<file path="src/rtl/bus_arbiter_4.sv">
// bus_arbiter_4: round-robin owner of a shared 4:1 mux feeding a registered bus; ARB_TIMEOUT_EN bounds each tenure
module bus_arbiter_4 #(
  parameter int WIDTH    = 4,
  parameter int HOLD_MAX = 8,
  parameter int CNT_W    = 4
) (
  input  logic             clk,
  input  logic             reset,
  input  logic [3:0]       req,
  input  logic [WIDTH-1:0] i_0,
  input  logic [WIDTH-1:0] i_1,
  input  logic [WIDTH-1:0] i_2,
  input  logic [WIDTH-1:0] i_3,
  output logic [3:0]       grant,
  output logic             a,
  output logic             b,
  output logic [WIDTH-1:0] bus_out,
  output logic             bus_valid,
  output logic             busy
);
  typedef enum logic [1:0] {IDLE = 2'd0, GRANT = 2'd1, RELEASE = 2'd2} state_t;
  state_t state, state_nxt;
  logic [1:0] last, last_nxt, sel, sel_nxt, pick, cand;
  logic [3:0] grant_nxt;
  logic [WIDTH-1:0] bus_nxt, owner_data;
  logic valid_nxt, found, stop;
  assign a = sel[1];
  assign b = sel[0];
  assign owner_data = last == 2'd0 ? i_0 : last == 2'd1 ? i_1 : last == 2'd2 ? i_2 : i_3;
  // search starts just past the previous owner, so the previous owner is tried last
  always_comb begin
    found = 1'b0;
    pick  = last;
    cand  = last;
    for (int j = 1; j <= 4; j++) begin
      cand = last + 2'(j);
      if (!found && req[cand]) begin
        found = 1'b1;
        pick  = cand;
      end
    end
  end
`ifdef ARB_TIMEOUT_EN
  logic [CNT_W-1:0] cnt;
  // cnt counts words already on the bus, so the owner sees exactly HOLD_MAX valid words
  assign stop = bus_valid && cnt == CNT_W'(HOLD_MAX - 1);
  always_ff @(posedge clk or posedge reset)
    if (reset) cnt <= '0;
    else cnt <= state != GRANT ? '0 : bus_valid ? cnt + 1'b1 : cnt;
`else
  assign stop = 1'b0;
`endif
  always_comb begin
    state_nxt = IDLE;
    grant_nxt = grant;
    sel_nxt   = sel;
    last_nxt  = last;
    bus_nxt   = bus_out;
    valid_nxt = bus_valid;
    case (state)
      IDLE: if (found) begin
        state_nxt = GRANT;
        grant_nxt = 4'b0001 << pick;
        sel_nxt   = pick;
        last_nxt  = pick;
      end
      GRANT: if (req[last] && !stop) begin
        state_nxt = GRANT;
        bus_nxt   = owner_data;
        valid_nxt = 1'b1;
      end else begin
        state_nxt = RELEASE;
        grant_nxt = 4'b0000;
        valid_nxt = 1'b0;
      end
      default: ;
    endcase
  end
  always_ff @(posedge clk or posedge reset)
    if (reset) begin
      state     <= IDLE;
      grant     <= 4'b0000;
      sel       <= 2'd0;
      last      <= 2'd3;
      bus_out   <= '0;
      bus_valid <= 1'b0;
      busy      <= 1'b0;
    end else begin
      state     <= state_nxt;
      grant     <= grant_nxt;
      sel       <= sel_nxt;
      last      <= last_nxt;
      bus_out   <= bus_nxt;
      bus_valid <= valid_nxt;
      busy      <= state_nxt != IDLE;
    end
endmodule

</file>
<file path="config.mk">
export PLATFORM = sky130hd
export DESIGN_NAME = bus_arbiter_4
export DESIGN_NICKNAME = d
export VERILOG_FILES = /design/src/rtl/bus_arbiter_4.sv
export SDC_FILE = /design/constraint.sdc
export NUM_CORES = 1
export LEC_CHECK = 0
export ABC_CLOCK_PERIOD_IN_PS = 3220
export CAP_MARGIN = 20
export CORE_MARGIN = 1.5
export CORE_UTILIZATION = 45
export DETAILED_ROUTE_END_ITERATION = 10
export PLACE_DENSITY = 0.75
export SYNTH_ARGS = -nofsm -noshare
export SYNTH_HDL_FRONTEND = slang
export SYNTH_SLANG_ARGS = --single-unit
</file>
<file path="constraint.sdc">
create_clock -name clk -period 3.22 [get_ports clk]
set_clock_uncertainty 0.15 [all_clocks]
set_input_delay 0.966 -clock clk [delete_from_list [all_inputs] [get_ports clk]]
set_output_delay 0.966 -clock clk [all_outputs]
set_load 0.005 [all_outputs]
</file>
==> impl_metrics.ini <==
[worst_hold_path]
hp-start = state[1]$_DFF_PP0_
hold_class = reg2reg

[clock_tree]
clk_latency_ns = 0.29
cts_resized = 0
cts_tree = built
path_clk_slew_ns = 0.09
clock_sinks = 16
postCtsSetupBuffers = 0
htreeDepth = 1
holdBufCountCts = 0
root_buffer = clkbuf_4
clockBufferDepth = 2
cts_buffers = 3

[synthesis]
synth_top_area_share_pct = 33.1
synth.largest_area_cell = dfrtp_1
yosysSeqAreaShare_pct = 38.1
ys_types = 31
synth_seq_cells = 16
synth_ff_type = dfrtp_1
yosys_warnings = 0
synth.cell_area_um2 = 1060
synthTopCellsByArea = dfrtp_1 (33%), mux2i_1 (8.5%), nand2_1 (8.2%)
synth_cells = 111
yosysMostFrequentCell = nand2_1
syn_nets = 136
synth_commonest_cells = nand2_1 (23), dfrtp_1 (14), o21ai_0 (11)
postSynthAreaPerCell_um2 = 9.52
synth-edff-count = 0
async_flop_share_pct = 100

[die]
ios = 34
coreArea_um2 = 2210
fp-row-count = 17
fp.dieW_um = 51.5
die_h_um = 51.5
die_area_um2 = 2650
initial_core_util_pct = 47.8

[power_and_ir_drop]
pwr_density_cell_nw_per_um2 = 927
max-vdd-ir-drop_v = 0.000682
p_leak_uw = 0.000617
power_uw = 1360

[setup_path]
worstPathRequired_ns = 3.26
path_max_fanout = 10
criticalPathCategory = in2reg
reg2reg_from = last[0]$_DFFE_PP1P_
critical_path_arrival_ns = 3.03
end_kind = flop
cp-start-kind = input pin
crit_start = req[0]

[route]
drtAntennaViolNets = 0
viasPerCell = 5.55
drt-wirelength-per-cell_um = 14.5
remaining_drc_errors = 0
drt-initial-drc-count = 19
routed_wl_um = 2550
drt_first_pass_iters = 4
vias = 977

[cells_and_area]
n_antenna_cell = 0
drive_gt1_share_pct = 13.5
layout.nets = 174
syn_to_final_growth_pct = 38.8

[sta]
fin_ws_ns = 0.233
tightestPinTransition_ns = 0.604
setup_viol = 0
hold_viol = 0
period_needed_ns = 2.99
rsz0062_at_grt = no
slew_headroom_pct = 59.7
tns_ns = 0
drv_slew = 0
fin_crit_sh_pct = 92.8
fmax_mhz = 335

[grt]
grt_first_pass_wirelength_um = 4080
grt_start_max_net_pins = 17
grt_usage_pct = 20.8
grt-ovfl-total = 0
antenna_found_initial = 0
first_global_vias = 950

[run]
cap_violations = 0

[placement]
portBuffers = 33
dpl.hpwl_um = 1910
post-place-ws_ns = -0.0567
place.gp.congestion = 0.824

[outcome]
status = finished, final reports clean
## logic make-up after synthesis
| kind of cell | after synthesis | share of synthesized area (%) |
|---|---|---|
| mux | 14 | 18.5 |
| fa+ha+maj | 3 | 3.55 |
| simple gates | 44 | 20.8 |
| flops | 16 | 38.1 |
| compound gates | 26 | 15.3 |
| buf+inv | 8 | 3.79 |
## critical path: stages
cell,delay [ns]
clkdlybuf4s50_1,0.55
mux4_2,0.53
or3b_4,0.42
a21o_1,0.18
o21a_2,0.14
o31ai_1,0.25
## cell usage in the layout (no fill, tap or decap), types with 4 or more instances in the layout
master / instances
dfrtp_1: 14
a21oi_1: 4
clkdlybuf4s50_1: 33
nand3b_1: 5
nand2_1: 23
o21ai_0: 11
nor2_1: 4
mux2i_1: 9
nand3_1: 4
buf_4: 5
## stage by stage
stage / area (um^2) / hold WS (ns) / instances / util, %
2_1_floorplan: 1060 / 0.279 / 111 / -
3_3_place_gp: 1430 / 0.300 / 172 / 64.7
3_5_place_dp: 1430 / 0.310 / 172 / 64.7
4_1_cts: 1470 / 0.325 / 176 / 66.3
5_1_grt: 1470 / 0.357 / 176 / 66.3
6_report: 1470 / 0.334 / 176 / 66.3
## report_power, final
group	switching [uW]	total (uW)	internal, uW
logic	392	829	437
registers	93.8	401	307
clock network	61.4	130	68.9
## metal layers
| metal | track usage (%) | share of wire (%) |
|---|---|---|
| met5 | 0 | 0 |
| met4 | 5.26 | 0.71 |
| met3 | 6.14 | 7.2 |
| met2 | 35.3 | 45 |
| met1 | 25.9 | 47 |
## registers in the layout (all words and copies together), names as in the netlist
register	count
bus_out	4
grant	4
last	2
sel	2
state	2
bus_valid	1
busy	1
## area by class of cell
type / count / area, um^2
Timing Repair Buffer: 38 / 368
Sequential cell: 16 / 403
Fill cell: 180 / 744
Tap cell: 28 / 35.0
Inverter: 3 / 11.3
Multi-Input combinational cell: 87 / 614
Clock buffer: 4 / 36.3
## path summary, 6_finish.rpt
check | to | slack, ns | depth (start not counted)
max | grant[3]$_DFFE_PP0P_ | 0.23 | 6
min | busy$_DFF_PP0_ | 0.33 | 1
max reg2reg | grant[3]$_DFFE_PP0P_ | 0.33 | 7
min reg2reg | busy$_DFF_PP0_ | 0.33 | 1
max in group asynchronous | grant[0]$_DFFE_PP0P_ | 1.63 | 2
min in group asynchronous | busy$_DFF_PP0_ | 0.90 | 2
Power figures use the tool's default switching activity.
==> RTL edit, RTL diff (same flow settings) <==
Set the parameter `WIDTH` to 6 (it was 4).
--- a/src/rtl/bus_arbiter_4.sv
+++ b/src/rtl/bus_arbiter_4.sv
@@ -1,5 +1,5 @@
 // bus_arbiter_4: round-robin owner of a shared 4:1 mux feeding a registered bus; ARB_TIMEOUT_EN bounds each tenure
 module bus_arbiter_4 #(
-  parameter int WIDTH    = 4,
+  parameter int WIDTH    = 6,
   parameter int HOLD_MAX = 8,
   parameter int CNT_W    = 4
Interface: changed (5 resized); port bits go from 34 to 44. The function was not compared with the original's and may differ.
==> RTL edit against the unedited design <==
Combinational power increased by 27%. Largest cell class unchanged. Area after synthesis increased by 7.9%. Routed wire length increased by 2.0%. Setup slack improved by 0.027 ns. Register-to-register slack improved by 0.22 ns. Maximum frequency increased by 0.90%. Sequential share of layout area decreased by 0.58 points. Cell count increased by 9.1%. Cell area increased by 15%. Synthesized cell count increased by 0.90%. Sequential cell count increased by 2. Total power increased by 18%.
==> RTL edit: results (changes against the unedited design) <==
- Share of synthesized area occupied by flip-flops and latches: 39.7% (+1.6 points)
- Origin of the critical flop-to-flop path: last[1]
- HPWL Detailed: 2.22 mm (+17%)
- Hold path start: bus_out[0]
- Reg-to-Reg End: sel[1]
- Met2 Usage GRT: 35.0% (-0.28 points)
- Library cell contributing the largest single delay on the critical path: or4_4
- IO Port Bufs: 43 (+30%)
- Cell area after technology mapping: 1140 um2 (+7.9%)
- Distinct cells, synth: 32 (+3.2%)
- Worst-path maximum fanout: 7 (-3)
- Leakage power summed over all cells: 0.725 nW (+18%)
- Largest cells by area after synthesis: dfrtp_1 (35%), mux2i_1 (12%), nand2_1 (5.9%), mux4_2 (5.9%), o21ai_0 (5.7%)
- Critical path arrival: 2.98 ns (-0.05 ns)
- DRT Wirelength: 2.60 mm (+2.0%)
- VDD IR max: 0.000629 V (-7.7%)
- Cell count after synthesis: 112 (+0.90%)
- Worst slack, placed: -0.0402 ns (+0.0166 ns)
- Commonest cells post-synth: nand2_1 (18), dfrtp_1 (16), mux2i_1 (14), o21ai_0 (13), nor2_1 (5)
- Maximum clock frequency: 0.338 GHz (+0.90%)
- Global-route usage over all layers: 21.2% (+0.39 points)
- Met3 wirelength from detailed routing: 58 um (-68%)
- Post-synth net total: 145 (+6.6%)
- Largest incremental delay on the critical path: 0.60 ns (+0.05 ns)
- Worst reg-to-reg path cell count: 6 (-1)
- Wire length of the first global-routing pass: 4.42 mm (+8.1%)
- Net total in the final layout: 196 (+13%)
- Max_slew headroom: 55.8% (-3.9 points)
- M1 wire length: 1.13 mm (-4.9%)
- GR Layer Usage met3: 2.54% (-3.6 points)
- Overall via count from detail_route: 1020 (+4.4%)
- Via count of the first global-routing pass: 941 (-0.95%)
- Met1 layer usage reported by global route: 28.5% (+2.6 points)
- Terminating pin of the worst hold path: bus_out[0]
- Layout cells sized above 1: 13.0% (-0.55 points)
- Regs by FF count: bus_out (6), grant (4)
- GP Congestion: 0.766 (-7.1%)
- Run status: finished clean
- Vias per cell: 5.31 (-4.3%)
- CTS buffer count: 3 (unchanged)
## RTL edit: how the worst max path moves through the flow
stage,from,to,cells past startpoint
after floorplan,last[0],sel[1],7
after global placement,req[3],sel[1],5
after detailed placement,req[3],sel[1],5
after CTS,req[3],sel[1],5
after global routing,req[1],sel[1],7
final,req[3],sel[1],5
## RTL edit: power breakdown
group	total [W]	internal, W	switching [W]	leakage (nW)
logic	0.00105	0.000556	0.000495	0.484
registers	0.000423	0.000346	0.0000769	0.220
clock network	0.000131	0.0000687	0.0000627	0.0210
total	0.00161	0.000970	0.000635	0.725
## RTL edit: kinds of logic (layout without fill, tap and decap cells)
| logic type | Yosys count | count (layout) | share of synthesized area (%) |
|---|---|---|---|
| compound gates | 31 | 31 | 18.1 |
| fa+ha+maj | 3 | 3 | 3.29 |
| buf+inv | 9 | 59 | 3.07 |
| flops | 18 | 18 | 39.7 |
| mux | 21 | 21 | 23.5 |
| simple gates | 30 | 30 | 12.4 |
## RTL edit: layout make-up
class / count / area [um2]
fill: 196 / 747
multi-input combinational: 85 / 653
timing repair buffer: 51 / 490
sequential: 18 / 453
tap: 30 / 37.5
clock buffer: 4 / 36.3
inverter: 4 / 15.0
## RTL edit: worst register-to-register path, delay by kind of cell (launching register included)
kind / cells / cell delay [ns]
buffers and inverters: 1 / 0.09
muxes: 2 / 0.66
adders and majority gates: 1 / 0.39
DFF: 1 / 0.61
and+or+nand+nor: 2 / 0.66
## RTL edit: metrics by stage
| stage | utilization, % | hold WS (ns) |
|---|---|---|
| 2_1_floorplan | - | 0.300 |
| 3_3_place_gp | 67.8 | 0.312 |
| 3_5_place_dp | 67.8 | 0.319 |
| 4_1_cts | 69.3 | 0.342 |
| 5_1_grt | 69.3 | 0.364 |
| 6_report | 69.3 | 0.334 |
